**src/rtl/mem_stage_lsu.sv**
```systemverilog
// MEM pipeline stage: waits on variable-latency load responses, buffers them across
// stalls, discards responses of flushed loads and extracts/extends sub-word load data.
module mem_stage_lsu #(
    parameter int unsigned XLEN    = 32,
    parameter int unsigned REGID_W = 5,
    parameter int unsigned OFF_W   = $clog2(XLEN/8)
) (
    input  logic               clk,
    input  logic               rst,
    input  logic               mem_stall,
    input  logic               mem_flush,
    input  logic               in_valid,
    input  logic               in_reg_write,
    input  logic               in_mem_read,
    input  logic               in_mem_unsigned,
    input  logic [1:0]         in_mem_size,
    input  logic [REGID_W-1:0] in_regid,
    input  logic [XLEN-1:0]    in_alu_out,
    input  logic [XLEN-1:0]    in_pc,
    input  logic [XLEN-1:0]    lsu_readdata,
    input  logic               lsu_readdatavalid,
    output logic               mem_busy,
    output logic               out_valid,
    output logic               out_reg_write,
    output logic [REGID_W-1:0] out_regid,
    output logic [XLEN-1:0]    out_writedata,
    output logic [XLEN-1:0]    out_pc
);

    localparam logic [1:0] S_IDLE  = 2'd0;
    localparam logic [1:0] S_WAIT  = 2'd1;
    localparam logic [1:0] S_HOLD  = 2'd2;
    localparam logic [1:0] S_DRAIN = 2'd3;

    logic [1:0]         state_q, state_d;
    logic               buf_valid_q, buf_valid_d;
    logic [XLEN-1:0]    buf_data_q, buf_data_d;
    logic               out_valid_q, out_reg_write_q;
    logic [REGID_W-1:0] out_regid_q;
    logic [XLEN-1:0]    out_writedata_q, out_pc_q;

    logic               is_load, stage_run, ld_sign;
    logic [XLEN-1:0]    ld_src, ld_raw, ld_mask, ld_data, wb_data;

    assign is_load   = in_valid & in_mem_read;
    assign mem_busy  = ((state_q == S_IDLE) & is_load & ~lsu_readdatavalid)
                     | ((state_q == S_WAIT) & ~lsu_readdatavalid)
                     | (state_q == S_DRAIN);
    assign stage_run = ~mem_stall & ~mem_busy;

    // Response tracking: flush with a request in flight must drain its response.
    always_comb begin
        state_d     = state_q;
        buf_valid_d = buf_valid_q;
        buf_data_d  = buf_data_q;
        case (state_q)
            S_IDLE: begin
                if (is_load) begin
                    if (mem_flush) begin
                        state_d = lsu_readdatavalid ? S_IDLE : S_DRAIN;
                    end else if (!lsu_readdatavalid) begin
                        state_d = S_WAIT;
                    end else if (mem_stall) begin
                        state_d     = S_HOLD;
                        buf_valid_d = 1'b1;
                        buf_data_d  = lsu_readdata;
                    end
                end
            end
            S_WAIT: begin
                if (mem_flush) begin
                    state_d = lsu_readdatavalid ? S_IDLE : S_DRAIN;
                end else if (lsu_readdatavalid) begin
                    if (mem_stall) begin
                        state_d     = S_HOLD;
                        buf_valid_d = 1'b1;
                        buf_data_d  = lsu_readdata;
                    end else begin
                        state_d = S_IDLE;
                    end
                end
            end
            S_HOLD: begin
                if (mem_flush || stage_run) begin
                    state_d     = S_IDLE;
                    buf_valid_d = 1'b0;
                end
            end
            S_DRAIN: begin
                if (lsu_readdatavalid) begin
                    state_d = S_IDLE;
                end
            end
            default: begin
                state_d = S_IDLE;
            end
        endcase
    end

    // Byte-lane extraction and sign/zero extension.
    always_comb begin
        ld_src = buf_valid_q ? buf_data_q : lsu_readdata;
        ld_raw = ld_src >> {in_alu_out[OFF_W-1:0], 3'b000};
        case (in_mem_size)
            2'd0:    begin ld_mask = XLEN'(8'hFF);         ld_sign = ld_raw[7];      end
            2'd1:    begin ld_mask = XLEN'(16'hFFFF);      ld_sign = ld_raw[15];     end
            2'd2:    begin ld_mask = XLEN'(32'hFFFF_FFFF); ld_sign = ld_raw[31];     end
            default: begin ld_mask = '1;                   ld_sign = ld_raw[XLEN-1]; end
        endcase
        ld_data = (ld_raw & ld_mask) | ({XLEN{ld_sign & ~in_mem_unsigned}} & ~ld_mask);
        wb_data = in_mem_read ? ld_data : in_alu_out;
    end

    always_ff @(posedge clk) begin
        if (rst) begin
            state_q     <= S_IDLE;
            buf_valid_q <= 1'b0;
        end else begin
            state_q     <= state_d;
            buf_valid_q <= buf_valid_d;
        end
    end

    always_ff @(posedge clk) begin
        buf_data_q <= buf_data_d;
    end

    always_ff @(posedge clk) begin
        if (rst || mem_flush) begin
            out_valid_q     <= 1'b0;
            out_reg_write_q <= 1'b0;
        end else if (stage_run) begin
            out_valid_q     <= in_valid;
            out_reg_write_q <= in_valid & in_reg_write;
        end
    end

    always_ff @(posedge clk) begin
        if (stage_run) begin
            out_regid_q     <= in_regid;
            out_writedata_q <= wb_data;
            out_pc_q        <= in_pc;
        end
    end

    assign out_valid     = out_valid_q;
    assign out_reg_write = out_reg_write_q;
    assign out_regid     = out_regid_q;
    assign out_writedata = out_writedata_q;
    assign out_pc        = out_pc_q;

endmodule
```
**config.mk**
```make
export PLATFORM = sky130hd
export DESIGN_NAME = mem_stage_lsu
export DESIGN_NICKNAME = d
export VERILOG_FILES = /design/src/rtl/mem_stage_lsu.sv
export SDC_FILE = /design/constraint.sdc
export NUM_CORES = 1
export LEC_CHECK = 0
export BUFFER_PORTS_ARGS = -buffer_cell sky130_fd_sc_hd__buf_2
export CELL_PAD_IN_SITES_DETAIL_PLACEMENT = 0
export CELL_PAD_IN_SITES_GLOBAL_PLACEMENT = 1
export CORE_MARGIN = 10
export CORE_UTILIZATION = 39
export CTS_CLUSTER_SIZE = 24
export DETAILED_ROUTE_END_ITERATION = 12
export PLACE_DENSITY_LB_ADDON = 0.1
export SLEW_MARGIN = 30
export SYNTH_ARGS = -nofsm -noshare
export SYNTH_HDL_FRONTEND = slang
export SYNTH_SLANG_ARGS = --single-unit
```
**constraint.sdc**
```tcl
create_clock -name clk -period 5.56 [get_ports clk]
set_input_delay 1.112 -clock clk [delete_from_list [all_inputs] [get_ports clk]]
set_output_delay 1.112 -clock clk [all_outputs]
set_load 0.01 [all_outputs]
```
==> results.json, run 1 <==
{
  "status": "completed",
  "synthSimpleGateAreaFrac_pct": 7.91,
  "setup_viol": 0,
  "ir_drop_uv": 150,
  "worstSetupStartpointType": "input pin",
  "min_period_ns": 3.13,
  "rsz0062_at_grt": "no",
  "cts.sinks": 106,
  "end_kind": "output port",
  "port_buffers": 183,
  "coreArea_um2": 12100,
  "nFillCells": 1100,
  "cts_root_buf": "clkbuf_16",
  "synth_top_area_share_pct": 62.8,
  "grt_max_degree": 70,
  "drv_slew": 0,
  "num_vias": 3475,
  "synth_xor_area_share_pct": 0,
  "hold_buffers": 0,
  "r2r_end": "out_writedata[23]",
  "synthDistinctLibCells": 45,
  "ys_top_cells_by_area": "edfxtp_1, mux2i_1, mux4_2",
  "hp-start": "out_reg_write",
  "antenna_cells": 0,
  "crit_slowest_cell": "o21ai_0",
  "finalCritPeriodShare_pct": 56.3,
  "async_flop_share_pct": 0,
  "synth_top_family_by_area": "multiplexers",
  "max-cap-violations": 0,
  "synth-seq-cells": 106,
  "yosysTopAreaCell": "edfxtp_1",
  "start_util_pct": 40.0,
  "cp_cell_sequence": "buf_2 -> and3b_1 -> o21ai_0 -> inv_1 -> buf_2",
  "maxSlewHeadroom_pct": 40.1,
  "min_path_cells": 2,
  "grt_pass1_wl_um": 21300,
  "leakage_nw": 2.49,
  "power_density_nw_per_um2": 298,
  "synth_seq_area_share_pct": 64.9,
  "numCtsBuffers": 9,
  "hp-class": "flip-flop to flip-flop",
  "ys.flop_type": "edfxtp_1",
  "cts_tree": "built",
  "dieArea_um2": 17200,
  "hold_path_end": "out_reg_write",
  "final_cell_count_no_fill": 686,
  "wirelength_um": 14100,
  "viasPerCell": 5.07,
  "synth-compound-area-share_pct": 9.05,
  "rr_startpoint": "buf_valid_q",
  "synthAdderAreaFrac_pct": 0.518,
  "layout.nets": 627,
  "syn_avg_cell_area_um2": 14.3,
  "detail-route-antenna-nets": 0,
  "cp.required_ns": 4.45,
  "synth_nets": 451,
  "finalSetupTns_ns": 0,
  "design_area_um2": 6150,
  "clkTransAtPathRegs_ns": 0.07,
  "synthMuxAreaShare_pct": 13.5,
  "tightestPinTransition_ns": 0.899,
  "finClkSkew_ns": 0.00662,
  "yosys_warnings": 0,
  "synth_commonest_cells": "edfxtp_1, mux2i_1, a21oi_1, nor2_1, nand3_1",
  "dp_hpwl_um": 10800,
  "cts_resized": 0,
  "yosysMostFrequentCell": "edfxtp_1",
  "drive_gt1_share_pct": 43.4,
  "grt_usage_pct": 15.7,
  "hold_violations": 0,
  "htree_levels": 3,
  "dp.cells": 670,
  "rows": 40,
  "die_width_um": 131,
  "fmax_mhz": 320,
  "slowest_delay_ns": 0.27,
  "worstPathArrival_ns": 2.02,
  "placed_area_um2": 5860,
  "crit_top_cell": "buf_2",
  "worstSkewPairLatency_ns": 0.35,
  "post-cts-setup-buffer-count": 0,
  "syn_inst": 337,
  "synth_edf_count": 101,
  "drtPass1Iterations": 4,
  "antenna_found_initial": 0,
  "cp_max_fo": 5,
  "overflow": 0,
  "chipHeight_um": 131,
  "crit_type": "input pin to output port",
  "drtIter0Drc": 255,
  "rrSetupSlack_ns": 3.06,
  "wl_per_cell_um": 20.5,
  "syn-cell-area_um2": 4830,
  "cts_max_path_buffers": 2,
  "synthToLayoutAreaGrowth_pct": 27.4,
  "drc": 0,
  "rr_worst_depth": 5,
  "io_pins": 184,
  "first_global_vias": 3594,
  "gp_congestion": 0.803
}
[critical path, delay by kind of cell]
family	cells	cell delay, ns
simple gates	1	0.19
compound gates	1	0.27
buf+inv	3	0.44
[routing by layer]
metal / vias to the layer above / GRT usage [%] / routed length [um] / share of wire (%)
met5: - / 0 / 0 / 0
met4: 0 / 4.82 / 155 / 1.1
met3: 10 / 4.38 / 987 / 7.0
met2: 145 / 23.8 / 6240 / 44
met1: 1662 / 21.4 / 6690 / 48
li1: 1658 / - / - / -
[registers in the layout, summed over array words and instances, names as in the netlist]
register / cells
out_reg_write: 1
out_valid: 1
out_regid: 5
buf_valid_q: 1
out_pc: 32
out_writedata: 32
state_q: 2
buf_data_q: 32
[power breakdown]
part,internal (W),switching [W],total (W)
sequential,0.000935,0.0000158,0.000951
clock,0.000353,0.000282,0.000635
combinational,0.000105,0.000144,0.000250
total,0.00139,0.000442,0.00184
[worst max path at each step]
stage               cells after the start  slack (ns)           from           endpoint
floorplan                               5        0.34    in_mem_read          out_pc[0]
global placement                        5        2.24  in_alu_out[0]  out_writedata[23]
finish                                  5        2.43       in_valid           mem_busy
global route                            5        2.29  in_alu_out[0]  out_writedata[23]
CTS                                     5        2.42       in_valid           mem_busy
detailed placement                      5        2.18  in_alu_out[0]  out_writedata[23]
[cell families after synthesis]
kind of cell	Yosys count
compound gates	72
buf+inv	37
mux	50
flops	106
simple gates	70
fa+ha+maj	2
[cells in the final DEF, fill, tap and decap left out, types with 2 or more instances in the layout]
master and count:
mux4_2 11, ha_1 2, o21ai_1 8, clkbuf_1 2
buf_4 4, inv_1 15, o22ai_1 3, inv_6 2
buf_2 183, a21oi_1 27, nand2_1 2, mux2_4 2
nand4_1 2, o221ai_1 8, nor2_1 21, nand3_1 18
dfxtp_1 4, nand2b_1 5, clkbuf_16 9, nor2b_1 10
o21ai_0 15, mux2i_1 33, edfxtp_1 101, mux2_2 4
[final cells by class]
| type | instances | area [um^2] | area share (%) |
|---|---|---|---|
| Sequential cell | 106 | 3130 | 51.0 |
| Multi-Input combinational cell | 194 | 1510 | 24.5 |
| Timing Repair Buffer | 187 | 946 | 15.4 |
| Clock buffer | 11 | 233 | 3.78 |
| Tap cell | 168 | 210 | 3.42 |
| Clock inverter | 5 | 61.3 | 0.997 |
| Inverter | 15 | 56.3 | 0.916 |
[per-stage QoR]
step / hold slack (ns) / power, W / worst slack [ns] / utilization [%]
global placement: 0.463 / 0.00122 / 2.24 / 48.5
floorplan: 0.490 / 0.00110 / 0.341 / -
global route: 0.508 / 0.00191 / 2.29 / 51.0
finish: 0.488 / 0.00184 / 2.43 / 51.0
detailed placement: 0.475 / 0.00122 / 2.18 / 48.5
CTS: 0.487 / 0.00186 / 2.42 / 51.0
No activity file was read; power rests on OpenSTA's default activity.
==> inputs of run 2 (changes only) <==
clock period = 3.1 ns   (was 5.56 ns; I/O delays follow)
==> results.json, run 2 (same netlist as run 1, synthesis figures left out) <==
{
  "rsz0062_at_grt": "no",
  "dp_hpwl_um": 10600,
  "worstPathArrival_ns": 1.65,
  "drtIter0Drc": 227,
  "design_area_um2": 6210,
  "io_pins": 184,
  "cts_tree": "built",
  "end_kind": "output port",
  "final_common_cell": "buf_2",
  "fin_util_pct": 51.5,
  "cts.sinks": 106,
  "num_vias": 3471,
  "multi_input_area_um2": 1520,
  "hold_buffers": 0,
  "fmax_mhz": 440,
  "start_util_pct": 40.0,
  "worstSetupStartpointType": "flip-flop",
  "antenna_cells": 0,
  "cts_root_buf": "clkbuf_16",
  "crit_type": "flip-flop to output port",
  "hp-class": "input pin to flip-flop",
  "ir_drop_uv": 235,
  "mostFrequentLayoutCells": "buf_2, edfxtp_1, mux2i_1",
  "cp_max_fo": 9,
  "cp.required_ns": 2.48,
  "drtPass1Iterations": 4,
  "nFillCells": 1088,
  "rows": 40,
  "placed_area_um2": 5900,
  "drv_slew": 0,
  "dieArea_um2": 17200,
  "hold_slack_ns": 0.438,
  "gp_congestion": 0.860,
  "clkTransAtPathRegs_ns": 0.07,
  "cts_resized": 0,
  "maxSlewHeadroom_pct": 58.6,
  "overflow": 0,
  "hold_violations": 0,
  "synthToLayoutAreaGrowth_pct": 28.6,
  "tightestPinTransition_ns": 0.617,
  "grt_max_degree": 70,
  "cts_max_path_buffers": 2,
  "finClkSkew_ns": 0.00579,
  "power_w": 0.00332,
  "drive_gt1_share_pct": 44.1,
  "status": "completed",
  "antenna_found_initial": 1,
  "setup_viol": 0,
  "max-cap-violations": 0,
  "detail-route-antenna-nets": 0,
  "htree_levels": 3,
  "drc": 0,
  "wl_per_cell_um": 19.7,
  "finalCritPeriodShare_pct": 73.3,
  "first_global_vias": 3552,
  "viasPerCell": 5.03,
  "die_width_um": 131,
  "coreArea_um2": 12100,
  "port_buffers": 183,
  "grt_pass1_wl_um": 21000,
  "numCtsBuffers": 9,
  "chipHeight_um": 131,
  "layout.nets": 631,
  "finalSetupTns_ns": 0,
  "min_period_ns": 2.27,
  "post-cts-setup-buffer-count": 0,
  "power_density_nw_per_um2": 535,
  "leakage_nw": 2.52,
  "wirelength_um": 13600,
  "grt_usage_pct": 15.5,
  "register_area_um2": 3130,
  "worstSkewPairLatency_ns": 0.35
}
==> run 2: changes by cell type in the layout (fill, tap and decap cells not counted), sizes merged <==
cell and change:
buf +4, clkinv -2, clkinvlp +1, clkbuf -1, inv +2
==> run 2: routing by layer <==
layer	up-vias	global-route usage [%]	wire length [um]
met3	14	6.29	1210
met4	2	4.26	167
met2	153	23.0	6000
met1	1637	20.6	6200
met5	-	0	13
li1	1665	-	-
==> run 2: stage by stage <==
stage	instances	setup slack (ns)
final	690	0.828
after CTS	690	0.815
after detailed placement	674	0.738
after global routing	690	0.659
after floorplan	337	0.293
after global placement	674	0.770
==> run 2: final timing paths <==
path	start	end	slack, ns	cells after the start
min	in_pc[27]	out_pc[27]	0.44	1
max reg2reg	buf_valid_q	out_writedata[17]	0.90	5
max	state_q[1]	mem_busy	0.83	4
min reg2reg	out_valid	out_valid	0.48	2
==> run 2: report_power, final <==
group | total [W] | switching (W) | internal, W
clock network | 0.00117 | 0.000530 | 0.000639
logic | 0.000450 | 0.000255 | 0.000194
registers | 0.00170 | 0.0000264 | 0.00168
total | 0.00332 | 0.000812 | 0.00251
==> run 2: area by class of cell <==
class	count	area share (%)
clock buffers	10	3.69
clock inverters	6	1.17
inverters	15	0.907
multi-input cells	194	24.4
flip-flops and latches	106	50.5
well taps	168	3.39
repair buffers	191	15.9
==> run 2: critical path, cell delays in order (launching register included) <==
cell,delay [ns]
dfxtp_1,0.47
and3b_1,0.23
o21ai_0,0.27
inv_1,0.16
buf_2,0.17
